===== config.mk =====
export PLATFORM = sky130hd
export DESIGN_NAME = line_buffer_feeder
export DESIGN_NICKNAME = d
export VERILOG_FILES = /design/src/rtl/line_buffer_feeder.sv
export SDC_FILE = /design/constraint.sdc
export NUM_CORES = 1
export LEC_CHECK = 0
export ABC_AREA = 1
export CORE_MARGIN = 4
export CORE_UTILIZATION = 30
export CTS_BUF_LIST = sky130_fd_sc_hd__clkbuf_16
export DETAILED_ROUTE_END_ITERATION = 10
export PLACE_DENSITY_LB_ADDON = 0.05
export RECOVER_POWER = 100
export SYNTH_ARGS = -nofsm -noshare
export SYNTH_HDL_FRONTEND = slang
export SYNTH_SLANG_ARGS = --single-unit
export TNS_END_PERCENT = 1

===== constraint.sdc =====
create_clock -name clk -period 2.8 [get_ports clk]
set_clock_uncertainty 0.05 [all_clocks]
set_input_delay 0.56 -clock clk [delete_from_list [all_inputs] [get_ports clk]]
set_output_delay 0.56 -clock clk [all_outputs]
set_load 0.03 [all_outputs]

===== src/rtl/line_buffer_feeder.sv =====
// Write-side driver for the 3-row conv line buffer: scans the image in 3-row bands, one column per 5 cycles.
// Optional one-pixel zero border when LB_FEEDER_ZERO_PAD_EN is defined.
module line_buffer_feeder #(
  parameter int BIT_DEPTH = 8,
  parameter int IMG_W     = 8,
  parameter int IMG_H     = 8,
  parameter int ADDR_W    = 16
) (
  input  logic                 clk,
  input  logic                 rst,
  input  logic                 start,
  input  logic [ADDR_W-1:0]    base_addr,
  output logic                 busy,
  output logic                 done,
  output logic                 mem_rd_en,
  output logic [ADDR_W-1:0]    mem_addr,
  input  logic [BIT_DEPTH-1:0] mem_rd_data,
  output logic                 lb_wr_en,
  output logic                 lb_shift,
  output logic [BIT_DEPTH-1:0] lb_data_r1,
  output logic [BIT_DEPTH-1:0] lb_data_r2,
  output logic [BIT_DEPTH-1:0] lb_data_r3,
  output logic                 win_valid
);

`ifdef LB_FEEDER_ZERO_PAD_EN
  localparam int PAD = 1;
`else
  localparam int PAD = 0;
`endif
  localparam int COLS  = IMG_W + 2 * PAD;
  localparam int BANDS = (PAD == 1) ? IMG_H : IMG_H - 2;
  localparam int CW    = $clog2(COLS + 1);
  localparam int RW    = $clog2(BANDS + 1);

  typedef enum logic [2:0] {S_IDLE, S_FETCH, S_WAIT, S_PUSH, S_DONE} state_t;

  state_t                state, state_nxt;
  logic [ADDR_W-1:0]     base_q;
  logic [RW-1:0]         row;
  logic [CW-1:0]         col;
  logic [1:0]            sub;
  logic [BIT_DEPTH-1:0]  hold0, hold1;
  logic                  rd_pend;
  logic [BIT_DEPTH-1:0]  cap;
  logic                  in_img;
  logic [31:0]           row_l, col_l, row_a, col_a;
  logic [ADDR_W-1:0]     addr_calc;
  logic                  last_col, last_band;

  assign last_col  = (col == CW'(COLS - 1));
  assign last_band = (row == RW'(BANDS - 1));
  // Slots that were not read (padding) contribute zero.
  assign cap       = rd_pend ? mem_rd_data : '0;

  always_comb begin
    row_l = 32'(row) + 32'(sub);
    col_l = 32'(col);
`ifdef LB_FEEDER_ZERO_PAD_EN
    in_img = (row_l >= 32'd1) && (row_l <= 32'(IMG_H)) &&
             (col_l >= 32'd1) && (col_l <= 32'(IMG_W));
    row_a  = row_l - 32'd1;
    col_a  = col_l - 32'd1;
`else
    in_img = 1'b1;
    row_a  = row_l;
    col_a  = col_l;
`endif
    addr_calc = base_q + ADDR_W'(row_a * 32'(IMG_W)) + ADDR_W'(col_a);
  end

  always_ff @(posedge clk or posedge rst) begin
    if (rst) state <= S_IDLE;
    else     state <= state_nxt;
  end

  always_comb begin
    state_nxt = state;
    busy      = 1'b0;
    done      = 1'b0;
    mem_rd_en = 1'b0;
    mem_addr  = '0;
    lb_wr_en  = 1'b0;
    lb_shift  = 1'b0;
    case (state)
      S_IDLE:  if (start) state_nxt = S_FETCH;
      S_FETCH: begin
        busy      = 1'b1;
        mem_rd_en = in_img;
        mem_addr  = in_img ? addr_calc : '0;
        if (sub == 2'd2) state_nxt = S_WAIT;
      end
      S_WAIT: begin
        busy      = 1'b1;
        state_nxt = S_PUSH;
      end
      S_PUSH: begin
        busy      = 1'b1;
        lb_wr_en  = 1'b1;
        lb_shift  = 1'b1;
        state_nxt = (last_col && last_band) ? S_DONE : S_FETCH;
      end
      S_DONE: begin
        done      = 1'b1;
        state_nxt = S_IDLE;
      end
      default: state_nxt = S_IDLE;
    endcase
  end

  always_ff @(posedge clk or posedge rst) begin
    if (rst) begin
      base_q     <= '0;
      row        <= '0;
      col        <= '0;
      sub        <= '0;
      hold0      <= '0;
      hold1      <= '0;
      rd_pend    <= 1'b0;
      lb_data_r1 <= '0;
      lb_data_r2 <= '0;
      lb_data_r3 <= '0;
      win_valid  <= 1'b0;
    end else begin
      rd_pend   <= mem_rd_en;
      // Band-local push count is col+1, so the third push is col==2.
      win_valid <= (state == S_PUSH) && (col >= CW'(2));
      case (state)
        S_IDLE: if (start) begin
          base_q <= base_addr;
          row    <= '0;
          col    <= '0;
          sub    <= '0;
        end
        S_FETCH: begin
          if (sub == 2'd1) hold0 <= cap;
          if (sub == 2'd2) begin
            hold1 <= cap;
            sub   <= '0;
          end else begin
            sub <= sub + 2'd1;
          end
        end
        // The third row's pixel goes straight to the output register.
        S_WAIT: begin
          lb_data_r1 <= hold0;
          lb_data_r2 <= hold1;
          lb_data_r3 <= cap;
        end
        S_PUSH: begin
          if (last_col) begin
            col <= '0;
            if (!last_band) row <= row + RW'(1);
          end else begin
            col <= col + CW'(1);
          end
        end
        default: ;
      endcase
    end
  end

endmodule


[Yosys cells after proc, flatten, opt, wreduce, memory -nomap -nowiden]
Cells that the tools add are included.
Word-level totals
  input port bits: 27
  logic and storage cells: 64
  output and inout port bits: 46
  register bits: 70
Operators by class
  order comparisons: 1
  eq/ne operators: 12
  reduce and logical (&&, ||, !) cells: 13
  mux-type cells: 20
  add/subtract/negate cells: 6
Operator list (number)
  $mux 3: 6
  $add 16x4->16: 1
  $add 16x7->16: 1
  $mux 16: 1
  $pmux 3 s4: 1
  $reduce_and 2->1: 6
  $mux 4: 2
  $mux 8: 1
  $ne 2x2->1 const B: 4
  $pmux 4 s2: 1
  $eq 3x2->1 const B: 2
  $eq 3x3->1 const B: 2
  $pmux 3 s2: 1
  $add 3x2->4: 1
  $add 4x1->4 const B: 1
  $eq 4x3->1 const B: 1
  $ge 4x2->1 const B: 1
  $mux 1: 4
  $mux 2: 2
  $pmux 2 s2: 1
  $reduce_and 4->1: 1
  $reduce_bool 2->1: 2
  $add 3x1->3 const B: 1
  $eq 3x1->1 const B: 1
  other kinds (6): 7

[Depth between registers and ports, before layout]
  depth in word-level cells: 4
  gate-level depth with buffers: 14
  gate-level depth less buffers: 14

[Least setup slack after synthesis]
OpenSTA, ideal clock, no wires.
  kind: flip-flop to output port
  start point: reg sub[0]
  end point: out mem_addr[11]
  data required time: 2190 ps
  cell stages (with the launch flop): 15
  setup slack: -455 ps
  arrival: 2645 ps
  path buffers: 0
  path through: dfrtp_1 -> ha_1 -> fa_1 -> xor2_1 -> ha_1 -> ha_1 -> nand2_1 -> inv_1 -> nand2_1 -> nand2_1 -> nand2_1 -> nand3_1 -> nand2_1 -> nand2_1 -> nor2_1
Between the ends
  cells in the longest elaborated chain, start to end: 4
RTL lines
  start, declared: line 42  | logic [1:0] sub;
  start signal, assigned: line 141  | sub <= sub + 2'd1;
  $add 3x2->4: line 57  | row_l = 32'(row) + 32'(sub);
  $add 16x7->16: line 69  | addr_calc = base_q + ADDR_W'(row_a * 32'(IMG_W)) + ADDR_W'(col_a);
  $add 16x4->16: line 69
  $mux 16: line 85  | case (state)
  end, declared: line 16  | output logic [ADDR_W-1:0] mem_addr,
Every way passes these cells.

[Worst setup path in the final report]
  start point: reg row[0]
  end point: out mem_addr[15]
Between the ends
  cells in the longest elaborated chain, start to end: 4
RTL lines
  start, declared: line 40  | logic [RW-1:0] row;
  start signal, assigned: line 153  | if (!last_band) row <= row + RW'(1);
  $add 3x2->4: line 57
  $add 16x7->16: line 69
  $add 16x4->16: line 69
  $mux 16: line 85
Every way passes these cells.

==> qor.yml <==
pwr-share-clk_pct: 48.6
rsz0062_at_grt: "true"
synth_compound_area_share_pct: 9.233
synth-main-ff-cell: "dfrtp_1"
slowest_delay_ns: 0.52
post-route-period-util_pct: 119.0
cp_common_cell: "nand2_2"
antenna_found_initial: 0
fmax_mhz: 300.0
final_util_pct: 43.85
synth_top_area_share_pct: 46.50
intPower_uw: 1803
floorplan.die_area_um2: 14410
io_buffers: 72
worst_pin_slew_ns: 1.187
io_pins: 73
start_kind: "register"
setup_viol: 13
grt_overflow: 0
clkSinkCount: 70
p_per_area_nw_per_um2: 441.4
start_util_pct: 30.98
min_path_type: "register to register"
crit_path_end_kind: "output pin"
crit_required_ns: 2.19
crit_path_max_fanout: 4
rows: 40
combinationalPowerShare_pct: 6.5
synthXorXnorAreaFrac_pct: 0.9299
synthSimpleGateAreaFrac_pct: 20.66
critical_path_class: "register to output pin"
seqCellArea_um2: 1752
slew_headroom_pct: 20.67
grt_pass1_vias: 3017
syn-mean-instance-area_um2: 8.949
yosys.cell_count.top_type: "nand2_1"
mappedNetlistArea_um2: 3767
cts.reportedPaths.clkPinSlew_ns: 0.06
die_w_um: 120.1
stdcell_area_um2: 5333
grt_max_degree: 34
place_congestion: 0.7863
dp_hpwl_um: 6659
vdd_drop_max_uv: 233.1
hold_viol: 0
cp.arrival_ns: 2.72
async_reset_ff_share_pct: 100.0
clk_latency_ns: 0.34
setup_tns_ns: -6.163
fin_cells: 695
cts_buffers: 9
syn_nets: 470
synth_edf_count: 0
drive_gt1_share_pct: 28.08
power_switching_uw: 551.0
p_leak_uw: 0.002614
post-place-cells: 676
min_period_ns: 3.333
synth_seq_cells: 70
htreeDepth: 3
synthTopCellsByArea: "dfrtp_1, nand2_1, mux2_2"
n_fill_cell: 1230
synthCells: 421
multi_input_area_um2: 1966
vias: 3074
drcViolationCount: 0
area_growth_pct: 41.55
via_per_inst: 4.423
ctsHoldBuffers: 0
pre_cts_ws_ns: -0.3076
synth-seq-area-share_pct: 46.50
detail-route-antenna-nets: 0
fin_ws_ns: -0.5331
die_h_um: 120.1
status: "finished, violations left"
yosys.area.top_type: "dfrtp_1"
synthTopCellsByCount: "nand2_1, dfrtp_1, inv_1"
cp_slowest_cell: "fa_2"
drv_cap: 0
root_buffer: "clkbuf_16"
postPlaceCellArea_um2: 4882
dr.pass1.iters: 4
cts_tree: "done"
core_area_um2: 12160
nets: 571
cts_buffer_depth: 2
avgRoutedWirePerCell_um: 12.97
yosys_warnings: 0
drv_slew: 0
synth_fa_ha_area_share_pct: 7.904
yosysUniqueCellTypes: 32
first_iter_violations: 151
postRouteWirelength_um: 9016
synth.mux.area_fraction_pct: 7.672
synth_top_family_by_area: "simple AND/OR/NAND/NOR gates"
cp_cell_sequence: "ha_2 -> fa_2 -> ha_1 -> ha_4 -> inv_2 -> nand2_2 -> nand3_1 -> nand2_2 -> nand2_2 -> a21oi_2 -> nor2_4 -> buf_6"
swShare_pct: 23.41
n_antenna_cell: 0
grt_usage_pct: 13.49
grt_pass1_wl_um: 15320
p_seq_share_pct: 44.9
violations: "negative setup slack"
layer usage:
metal  track usage (%)  wire, um  vias to the layer above
li1                  -         -                     1563
met1             18.13      4381                     1454
met2             20.51      4178                       45
met3             3.299       289                       12
met4             6.084       166                        0
met5                 0         0                        -
state kept, by name, indices dropped and copies added (netlist names):
signal      count
lb_data_r3      8
col             4
row             3
hold1           8
hold0           8
lb_data_r2      8
state           3
rd_pend         1
base_q         16
sub             2
lb_data_r1      8
win_valid       1
worst paths after layout:
check	from	to	slack (ns)	depth (start not counted)
min in group asynchronous	rst	base_q[9]	0.66	2
worst min register to register	hold0[0]	hold0[0]	0.43	2
max in group asynchronous	rst	hold1[0]	0.88	3
worst max-delay path	row[0]	mem_addr[15]	-0.53	12
worst min-delay path	hold0[0]	hold0[0]	0.43	2
worst max register to register	state[1]	row[2]	0.43	9
per-stage QoR:
step | total power (uW) | hold slack, ns
global route | 2461 | 0.4636
detailed placement | 1245 | 0.4151
CTS | 2418 | 0.4299
finish | 2354 | 0.4316
global placement | 1243 | 0.4112
floorplan | 1152 | 0.3992
critical path, delay by kind of cell (launching register included):
kind / cells / cell delay, ns
and+or+nand+nor: 5 / 0.39
DFF: 1 / 0.38
buffers and inverters: 2 / 0.18
adders and majority gates: 4 / 1.26
AOI/OAI and AO/OA: 1 / 0.17
power by group through the flow:
stage	combinational [uW]	clock, uW	sequential, uW
final	153	1140	1060
after CTS	170	1190	1060
after floorplan	44.0	0	1110
after global placement	168	0	1070
after global routing	168	1230	1060
after detailed placement	170	0	1080
timing repair:
item	in CTS	in global routing
setup buffers	2	1
setup endpoints to repair	13	13
hold endpoints to repair	0	0
gates resized for setup	40	15
pin swaps	9	3
kinds of logic (layout without fill, tap and decap cells):
group | Yosys count | count (layout)
fa+ha+maj | 22 | 22
xor+xnor | 4 | 4
compound gates | 61 | 61
mux | 25 | 25
flops | 70 | 70
buf+inv | 58 | 164
simple gates | 181 | 181
layout by cell type, fill, tap and decap left out, drive strengths merged:
cell / netlist / layout
a31oi: 1 / 1
o22ai: 1 / 1
dlygate4sd3: 0 / 29
clkinvlp: 0 / 1
clkbuf: 1 / 13
buf: 10 / 39
or2: 2 / 2
xor2: 4 / 4
nand3: 24 / 24
inv: 47 / 48
nor3: 1 / 1
bufinv: 0 / 1
dfrtp: 70 / 70
o21ai: 37 / 37
a21oi: 20 / 20
nor2: 44 / 44
o31ai: 1 / 1
fa: 3 / 3
o41ai: 1 / 1
mux2: 25 / 25
nand2: 110 / 110
ha: 19 / 19
clkinv: 0 / 4
clkdlybuf4s50: 0 / 29
cell type report:
cell class | count | area share (%)
Clock buffer | 9 | 4.223
Clock inverter | 7 | 1.361
Inverter | 47 | 3.355
Multi-Input combinational cell | 293 | 36.86
Sequential cell | 70 | 32.85
Tap cell | 168 | 3.942
Timing Repair Buffer | 101 | 17.41
Note: power is estimated with default switching activity, not from simulation.
